## config.mk

```make
export PLATFORM = sky130hd
export DESIGN_NAME = sv32_ptw
export DESIGN_NICKNAME = d
export VERILOG_FILES = /design/src/rtl/sv32_ptw.sv
export SDC_FILE = /design/constraint.sdc
export NUM_CORES = 1
export LEC_CHECK = 0
export CAP_MARGIN = 20
export CORE_MARGIN = 2
export CORE_UTILIZATION = 49
export CTS_BUF_LIST = sky130_fd_sc_hd__clkbuf_8
export DETAILED_ROUTE_END_ITERATION = 10
export PLACE_DENSITY = 0.88
export SETUP_SLACK_MARGIN = 0.02
export SYNTH_ARGS = -nofsm -noshare
export SYNTH_HDL_FRONTEND = slang
export SYNTH_SLANG_ARGS = --single-unit
```

## constraint.sdc

```tcl
create_clock -name clk -period 5.1 [get_ports clk]
set_input_delay 1.02 -clock clk [delete_from_list [all_inputs] [get_ports clk]]
set_output_delay 1.02 -clock clk [all_outputs]
set_load 0.05 [all_outputs]
```

## src/rtl/sv32_ptw.sv

```systemverilog
// Sv32 hardware page-table walker: two-level walk on a TLB miss, one PTE read at a time.
// Optional build macro SV32_PTW_AD_CHECK_EN makes leaves with A=0 (or D=0 on a store) fault.
module sv32_ptw #(
  parameter int unsigned TIMEOUT = 64
) (
  input  logic        clk,
  input  logic        rst_n,
  input  logic [21:0] satp_ppn_i,
  input  logic        walk_req_i,
  input  logic [31:0] walk_vaddr_i,
  input  logic        walk_store_i,
  input  logic        flush_i,
  output logic        walk_busy_o,
  output logic        walk_done_o,
  output logic        walk_fault_o,
  output logic        mem_req_o,
  output logic [31:0] mem_addr_o,
  input  logic        mem_ack_i,
  input  logic [31:0] mem_rdata_i,
  output logic        fill_req_o,
  output logic [19:0] fill_vpn_o,
  output logic [21:0] fill_ppn_o,
  output logic [6:0]  fill_perm_o,
  output logic        fill_superpage_o
);

  typedef enum logic [1:0] {IDLE, L1, L0, DONE} state_t;

  localparam logic [7:0] TMO_LAST = 8'(TIMEOUT - 1);

  state_t      state_q, state_n;
  logic [7:0]  tmo_q;
  logic [21:0] satp_q;
  logic [19:0] vpn_q;
  logic [19:0] ptr_ppn_q;
  logic [21:0] fill_ppn_q;
  logic [6:0]  fill_perm_q;
  logic        super_q;
  logic        fault_q;
  logic        store_q;

  logic [21:0] pte_ppn;
  logic        bad_root;
  logic        timed_out;
  logic        leaf_ok;
  logic        walk_ok;
  logic        unused_bits;

  function automatic logic pte_invalid(input logic [31:0] pte);
    return !pte[0] || (!pte[1] && pte[2]);
  endfunction

  function automatic logic pte_leaf(input logic [31:0] pte);
    return pte[1] || pte[3];
  endfunction

  function automatic logic ad_fault(input logic [31:0] pte, input logic store);
`ifdef SV32_PTW_AD_CHECK_EN
    return !pte[6] || (store && !pte[7]);
`else
    return 1'b0 & pte[6] & store;
`endif
  endfunction

  // RSW bits and the page offset never influence the walk
  assign unused_bits = ^{mem_rdata_i[9:8], walk_vaddr_i[11:0]};

  assign pte_ppn   = mem_rdata_i[31:10];
  assign bad_root  = satp_q[21:20] != 2'b00;
  assign timed_out = mem_req_o && !mem_ack_i && (tmo_q == TMO_LAST);
  assign leaf_ok   = !pte_invalid(mem_rdata_i) && pte_leaf(mem_rdata_i) &&
                     !ad_fault(mem_rdata_i, store_q);

  // A superpage leaf must be 4 MiB aligned; success only ever comes with an ack
  always_comb begin
    walk_ok = 1'b0;
    if (state_q == L1)
      walk_ok = mem_ack_i && !bad_root && leaf_ok && (mem_rdata_i[19:10] == 10'd0);
    else if (state_q == L0)
      walk_ok = mem_ack_i && leaf_ok;
  end

  always_ff @(posedge clk or negedge rst_n) begin
    if (!rst_n) state_q <= IDLE;
    else        state_q <= state_n;
  end

  always_comb begin
    state_n = state_q;
    unique case (state_q)
      IDLE: if (walk_req_i && !flush_i) state_n = L1;
      L1: begin
        if (flush_i)        state_n = IDLE;
        else if (bad_root)  state_n = DONE;
        else if (mem_ack_i) begin
          if (!pte_invalid(mem_rdata_i) && !pte_leaf(mem_rdata_i) &&
              (pte_ppn[21:20] == 2'b00))
            state_n = L0;
          else
            state_n = DONE;
        end
        else if (timed_out) state_n = DONE;
      end
      L0: begin
        if (flush_i)                     state_n = IDLE;
        else if (mem_ack_i || timed_out) state_n = DONE;
      end
      DONE: state_n = IDLE;
      default: state_n = IDLE;
    endcase
  end

  always_comb begin
    walk_busy_o = state_q != IDLE;
    mem_req_o   = 1'b0;
    mem_addr_o  = '0;
    if (state_q == L1) begin
      mem_req_o  = !bad_root;
      mem_addr_o = {satp_q[19:0], vpn_q[19:10], 2'b00};
    end else if (state_q == L0) begin
      mem_req_o  = 1'b1;
      mem_addr_o = {ptr_ppn_q, vpn_q[9:0], 2'b00};
    end
    walk_done_o  = (state_q == DONE) && !flush_i;
    walk_fault_o = walk_done_o && fault_q;
    fill_req_o   = walk_done_o && !fault_q;
  end

  assign fill_vpn_o       = vpn_q;
  assign fill_ppn_o       = fill_ppn_q;
  assign fill_perm_o      = fill_perm_q;
  assign fill_superpage_o = super_q;

  // Walk context, captured on acceptance and on each level transition
  always_ff @(posedge clk or negedge rst_n) begin
    if (!rst_n) begin
      satp_q      <= '0;
      vpn_q       <= '0;
      store_q     <= 1'b0;
      ptr_ppn_q   <= '0;
      fill_ppn_q  <= '0;
      fill_perm_q <= '0;
      super_q     <= 1'b0;
      fault_q     <= 1'b0;
    end else begin
      if (state_q == IDLE && state_n == L1) begin
        satp_q  <= satp_ppn_i;
        vpn_q   <= walk_vaddr_i[31:12];
        store_q <= walk_store_i;
      end
      if (state_q == L1 && state_n == L0)
        ptr_ppn_q <= pte_ppn[19:0];
      if (state_q != DONE && state_n == DONE) begin
        fault_q     <= !walk_ok;
        fill_ppn_q  <= pte_ppn;
        fill_perm_q <= mem_rdata_i[7:1];
        super_q     <= state_q == L1;
      end
    end
  end

  // Timeout counter restarts on every level entry
  always_ff @(posedge clk or negedge rst_n) begin
    if (!rst_n)
      tmo_q <= '0;
    else if ((state_n == L1 || state_n == L0) && state_n != state_q)
      tmo_q <= '0;
    else if (mem_req_o && !mem_ack_i)
      tmo_q <= tmo_q + 8'd1;
  end

endmodule

```

Word-level counts from Yosys, hierarchy flattened --
Cells that the tools add are included.
Operators by class: $add $sub $neg 1, multipliers 0, div/mod/pow operators 0, magnitude comparators 0, equality and inequality tests 9, shifts and indexed selects 0, muxes and demuxes 17, bitwise logic cells 0, reduce and logical (&&, ||, !) cells 37
Operators by type and width (number):
- 32-bit two-way mux | 2
- 1-bit logical AND | 18
- 8-bit two-way mux | 2
- 2-bit two-way mux | 7
- 10-bit zero test | 1
- 1-bit zero test | 9
- 8-bit by 1-bit adder with 8-bit output, second input constant | 1
- 2-bit == test, second input constant | 4
- 8-bit by 6-bit == test with 1-bit output, second input constant | 1
- 2-bit one-hot mux with 4 select lines | 1
- 2-bit nonzero test | 3
- 1-bit two-way mux | 5
- 2-bit by 1-bit == test with 1-bit output, second input constant | 2
- 2-bit zero test | 2
- 1-bit logical OR | 4
- 2-bit inequality test | 1
- 2-bit inequality test, second input constant | 1
Storage, ports and cells: register bits after elaboration 103, latch bits 0, memory bits (writable) 0, bits in read-only memories 0, bits of input ports 92, output and inout port bits 87, logic and storage cells 73, memories 0

Longest topological paths before layout --
Gate-level depths: netlist (run 1).
depth in word-level cells 15, gate-level depth with buffers 11, depth with buffers taken out 9

Least setup slack after synthesis (run 1) --
OpenSTA, ideal clock, no wires.
kind input to output, start point in flush_i, end point out walk_fault_o, arrival 2434 ps, required time 4080 ps, slack 1646 ps, cell stages on the path 3, path buffers 1, cell sequence clkbuf_1 nor2_1 and2_1
Between the ends: cells in the longest elaborated chain, start to end 3
Ends and longest elaborated chain:
- start, declared | line 12 | input logic flush_i,
- 1-bit zero test | line 124 | walk_done_o = (state_q == DONE) && !flush_i;
- 1-bit logical AND | line 124
- named net walk_done_o | line 14 | output logic walk_done_o,
- 1-bit logical AND | line 125 | walk_fault_o = walk_done_o && fault_q;
- end, declared | line 15 | output logic walk_fault_o,
The timed path passes the listed nets, and every way through them passes these cells.

Worst setup path after layout (run 1) --
start point reg state_q[0], end point out mem_addr_o[23]
Between the ends: cells in the longest elaborated chain, start to end 3, elaborated cells on any way between the ends 4, classes of those cells 2 x eq/ne; 2 x mux
Ends and longest elaborated chain:
- start, declared | line 31 | state_t state_q, state_n;
- start signal, assigned | line 85 | else state_q <= state_n;
- 2-bit == test | line 120 | end else if (state_q == L0) begin
- 32-bit two-way mux | line 120
- 32-bit two-way mux * | line 117 | if (state_q == L1) begin
- end, declared | line 17 | output logic [31:0] mem_addr_o,
Mark *: on every way between the ends. The rest lies on a longest branch, timed or not.

==> results of run 1 <==
==> worst max-delay path, cell delays in order, from the launching register on <==
cell and delay (ns):
dfrtp_1 0.51, inv_1 0.16, nor2_2 0.63, buf_4 0.36, a22o_1 0.15, clkdlybuf4s50_1 0.82
==> power breakdown <==
part	switching, uW	internal (uW)	leakage (uW)
Clock	286	243	0.0000993
Sequential	234	1190	0.00125
Combinational	1380	888	0.00132
Total	1900	2330	0.00267
==> flip-flops by register name, summed over array words and instances (netlist names) <==
register,flops
fill_ppn_o,22
satp_q,22
fill_vpn_o,20
ptr_ppn_q,20
tmo_q,8
fill_perm_o,7
state_q,2
fault_q,1
fill_superpage_o,1
==> logic make-up after synthesis <==
kind of cell | count (synthesis)
other cells | 1
simple gates | 44
buf+inv | 29
xor+xnor | 7
fa+ha+maj | 4
flops | 103
compound gates | 54
mux | 94
==> per-stage QoR <==
stage / hold slack [ns] / utilization / total power, uW
after detailed placement: 0.495 / 0.686 / 3730
after CTS: 0.518 / 0.708 / 4260
after global placement: 0.488 / 0.686 / 3670
after global routing: 0.536 / 0.708 / 4430
after floorplan: 0.480 / - / 2950
final: 0.516 / 0.708 / 4230
==> per-layer routing <==
layer | vias up | GRT usage
li1 | 1540 | -
met3 | 23 | 0.0663
met1 | 1682 | 0.280
met2 | 119 | 0.370
met5 | - | 0
met4 | 0 | 0.0728
==> layout make-up <==
class	instances	area, um2	share of cell area
clock inverters	6	67.6	0.0104
clock buffers	10	138	0.0211
repair buffers	168	1660	0.255
inverters	3	11.3	0.00173
multi-input cells	205	1920	0.295
well taps	111	139	0.0213
flip-flops and latches	103	2580	0.396
==> path summary, 6_finish.rpt <==
kind,from,endpoint,slack [ns],cells after the start
max,state_q[0],mem_addr_o[23],1.10,5
min,fill_ppn_o[12],fill_ppn_o[12],0.52,1
max reg2reg,tmo_q[0],tmo_q[7],1.87,9
min reg2reg,fill_ppn_o[12],fill_ppn_o[12],0.52,1
max in group asynchronous,rst_n,fill_superpage_o,3.33,2
min in group asynchronous,rst_n,fill_vpn_o[6],0.76,1
==> cell usage in the layout (no fill, tap or decap), types with 7 or more instances in the layout <==
cell type / netlist / final
clkbuf_8: 0 / 10
xnor2_1: 7 / 7
a22o_1: 30 / 30
clkdlybuf4s50_1: 0 / 160
dfrtp_1: 103 / 103
a21oi_1: 7 / 7
buf_4: 2 / 8
nor3_1: 10 / 10
mux2_2: 91 / 91
nand2_1: 7 / 7
==> results.py, run 1 <==
metrics = {
    "outcome": {
        "status": "complete, no violations",
    },
    "critical_path": {
        "path_class": "flip-flop to output pin",
        "cp.required_ns": 4.08,
        "cp_data_arrival_time_ns": 2.98,
        "startpoint_type": "flip-flop",
        "worstSetupEndpointType": "output pin",
        "cp_max_fo": 17,
    },
    "route": {
        "firstDrtPassIters": 4,
        "wirelength_met1_um": 4550,
        "wl_per_cell_um": 18.3,
        "vias": 3364,
        "top_layer_used": "met4",
        "drc": 0,
        "routed_wirelength_um": 11100,
        "dr_wl_met2_um": 5500,
        "drt_iter0_markers": 74,
        "ant_nets": 0,
        "route.met3.wl_um": 750,
        "avgViaCountPerCell": 5.55,
    },
    "sta": {
        "finClkSkew_ns": 0.0174,
        "relSlewSlack": 0.327,
        "finalSetupTns_ns": 0,
        "fin_crit_ns": 4.00,
        "finalSetupViolations": 0,
        "hold_violations": 0,
        "fmax_mhz": 250,
        "worst_slew_pin_slew_ns": 1.01,
        "rsz0062_at_grt": "false",
        "setup_ws_ns": 1.10,
        "slew_viol_final": 0,
        "finalCritPeriodShare": 0.785,
    },
    "synth": {
        "synthSimpleGateAreaFrac": 0.0527,
        "synthAdderAreaFrac": 0.0108,
        "synth_cell_type_count": 42,
        "netlist_area_mm2": 0.00463,
        "syn_area_per_cell_um2": 13.8,
        "synth_compound_area_frac": 0.108,
        "synth_top_area_frac": 0.557,
        "yosys_warnings": 0,
        "ys_seq_area_frac": 0.557,
        "synth_seq_cells": 103,
        "synth.area.top_cells": "dfrtp_1, mux2_2, a22o_1",
        "ys.flop_type": "dfrtp_1",
        "muxShareOfSynthArea": 0.228,
        "synth_xor_area_frac": 0.0132,
        "synth_top_family_by_area": "multiplexers",
        "synth_common_cells": "dfrtp_1, mux2_2, a22o_1, clkbuf_1, nor3_1",
        "synth_enable_flop_cells": 0,
        "synth.most_common_cell": "dfrtp_1",
        "synth_top_cell_by_area": "dfrtp_1",
        "netlist_instances": 336,
        "async_flop_share": 1.00,
    },
    "layout": {
        "diodes": 0,
        "drive_gt1_frac": 0.251,
        "fillers": 659,
        "final_cells": 606,
        "layout.nets": 586,
        "final_area_mm2": 0.00652,
        "area_growth_syn_to_layout_pct": 40.7,
    },
    "clock_network": {
        "clk_pin_slew_ns": 0.10,
        "cts_resized": 0,
        "clock_latency_ns": 0.36,
        "cts_max_path_buffers": 2,
        "cts.sinks": 103,
        "cts_setup_buffers": 0,
        "hold_buffers": 0,
        "root_buffer": "clkbuf_8",
        "cts_made_buffers": 9,
        "cts_tree": "built",
        "cts_htree_levels": 3,
    },
    "placement": {
        "dp_hpwl_um": 7810,
        "pre_cts_slack_ns": 0.961,
        "dp_cells": 590,
        "dpl_cell_area_mm2": 0.00631,
        "globalplace.congestion": 0.795,
        "io_buffers": 161,
    },
    "pwr": {
        "leakage_uw": 0.00267,
        "ir_worst_vdd_v": 0.000317,
        "p_per_area_mw_per_mm2": 649,
    },
    "floorplan": {
        "fp.dieW_um": 101,
        "start_util": 0.504,
        "io_pins": 179,
        "row_count": 35,
        "die_area_mm2": 0.0102,
        "core-area_mm2": 0.00920,
        "die_h_um": 101,
    },
    "global_routing": {
        "antenna_found_initial": 0,
        "grt_max_degree": 70,
        "first_global_vias": 3483,
        "grt_remaining_overflow": 0,
        "track_usage": 0.223,
        "grt_pass1_wl_um": 17800,
    },
    "hold_path": {
        "worst_hold_path_type": "flip-flop to flip-flop",
    },
    "run": {
        "max_cap_violations": 0,
    },
}
No activity file was read; power rests on OpenSTA's default activity.
==> run 2, diff against run 1 <==
Settings changed: CORE_UTILIZATION 49 to 45, PLACE_DENSITY 0.88 to 0.82.
Clock period 5.1 ns to 4.1 ns, I/O delays scaled along.
==> results.py, run 2 (same netlist as run 1, synthesis figures left out) <==
metrics = {
    "outcome": {
        "status": "complete, no violations",
    },
    "clock_network": {
        "cts_htree_levels": 3,
        "cts.sinks": 103,
        "cts_tree": "built",
        "hold_buffers": 0,
        "clock_latency_ns": 0.37,
        "cts_made_buffers": 9,
        "cts_max_path_buffers": 2,
        "cts_setup_buffers": 0,
        "root_buffer": "clkbuf_8",
        "cts_resized": 0,
        "clk_pin_slew_ns": 0.09,
    },
    "sta": {
        "finClkSkew_ns": 0.0113,
        "finalSetupViolations": 0,
        "fin_crit_ns": 3.56,
        "setup_ws_ns": 0.536,
        "worst_slew_pin_slew_ns": 0.655,
        "hold_violations": 0,
        "rsz0062_at_grt": "false",
        "finalCritPeriodShare": 0.869,
        "finalSetupTns_ns": 0,
        "relSlewSlack": 0.563,
        "slew_viol_final": 0,
        "fmax_mhz": 281,
    },
    "critical_path": {
        "cp_max_fo": 26,
        "reg2reg_to": "tmo_q[6]",
        "cp.required_ns": 3.28,
        "worstSetupEndpointType": "output pin",
        "startpoint_type": "flip-flop",
        "r2r_cells": 10,
        "r2r_slack_ns": 1.32,
        "reg2reg_from": "tmo_q[0]",
        "path_class": "flip-flop to output pin",
        "cp_data_arrival_time_ns": 2.74,
    },
    "route": {
        "ant_nets": 0,
        "firstDrtPassIters": 4,
        "drt_iter0_markers": 119,
        "routed_wirelength_um": 11400,
        "vias": 3344,
        "avgViaCountPerCell": 5.27,
        "drc": 0,
        "wl_per_cell_um": 17.9,
    },
    "placement": {
        "dp_hpwl_um": 7960,
        "pre_cts_slack_ns": 0.672,
        "io_buffers": 161,
        "dpl_cell_area_mm2": 0.00639,
        "globalplace.congestion": 0.796,
    },
    "layout": {
        "fin_util": 0.652,
        "final_cell_mix": "clkdlybuf4s50_1, dfrtp_1, mux2_2, a22o_1, nor3_1",
        "drive_gt1_frac": 0.251,
        "diodes": 0,
        "area_growth_syn_to_layout_pct": 42.7,
        "layout.nets": 589,
        "final_area_mm2": 0.00661,
        "final_common_cell": "clkdlybuf4s50_1",
    },
    "floorplan": {
        "core-area_mm2": 0.0101,
        "row_count": 37,
        "io_pins": 179,
        "fp.dieW_um": 105,
        "die_area_mm2": 0.0111,
        "start_util": 0.457,
        "die_h_um": 105,
    },
    "hold_path": {
        "worst_hold_path_type": "input port to async pin",
    },
    "pwr": {
        "leakage_uw": 0.00271,
        "ir_worst_vdd_v": 0.000417,
        "power_uw": 5250,
        "p_per_area_mw_per_mm2": 795,
    },
    "global_routing": {
        "antenna_found_initial": 0,
        "track_usage": 0.207,
        "grt_pass1_wl_um": 18200,
        "grt_remaining_overflow": 0,
        "grt_max_degree": 82,
        "first_global_vias": 3611,
    },
    "run": {
        "max_cap_violations": 0,
    },
}
[run 2: area by class of cell]
class	instances	area [um2]
Fill cell	756	3530
Sequential cell	103	2580
Multi-Input combinational cell	205	1920
Timing Repair Buffer	171	1740
Tap cell	136	170
Clock buffer	9	124
Clock inverter	7	65.1
Inverter	3	11.3
[run 2: how the worst max path moves through the flow]
stage	start	endpoint	slack, ns	depth (start not counted)
floorplan	flush_i	walk_fault_o	1.05	3
global placement	flush_i	walk_fault_o	0.73	4
detailed placement	mem_ack_i	fill_ppn_o[4]	0.67	7
CTS	state_q[0]	mem_addr_o[15]	0.54	5
global route	state_q[0]	mem_addr_o[15]	0.38	5
finish	state_q[0]	mem_addr_o[12]	0.54	5
[run 2: stage by stage]
step | std cells | hold WS [ns]
after CTS | 633 | 0.516
after floorplan | 337 | 0.480
after global routing | 634 | 0.370
after detailed placement | 617 | 0.494
final | 634 | 0.359
after global placement | 617 | 0.487
[run 2: critical path: stages (launching register included)]
cell and delay, ns:
dfrtp_1 0.52, inv_1 0.17, nor2_2 0.27, buf_4 0.38
a22o_1 0.19, clkdlybuf4s50_1 0.85
[run 2: power by group]
part           switching, uW  internal (uW)
combinational           1730           1120
sequential               290           1490
clock                    350            280
total                   2360           2890
[run 2: routing by layer]
layer / up-vias / wire length (um) / GRT usage
li1: 1545 / - / -
met1: 1672 / 4670 / 0.257
met2: 105 / 5710 / 0.343
met3: 22 / 694 / 0.0507
met4: 0 / 285 / 0.0876
met5: - / 0 / 0
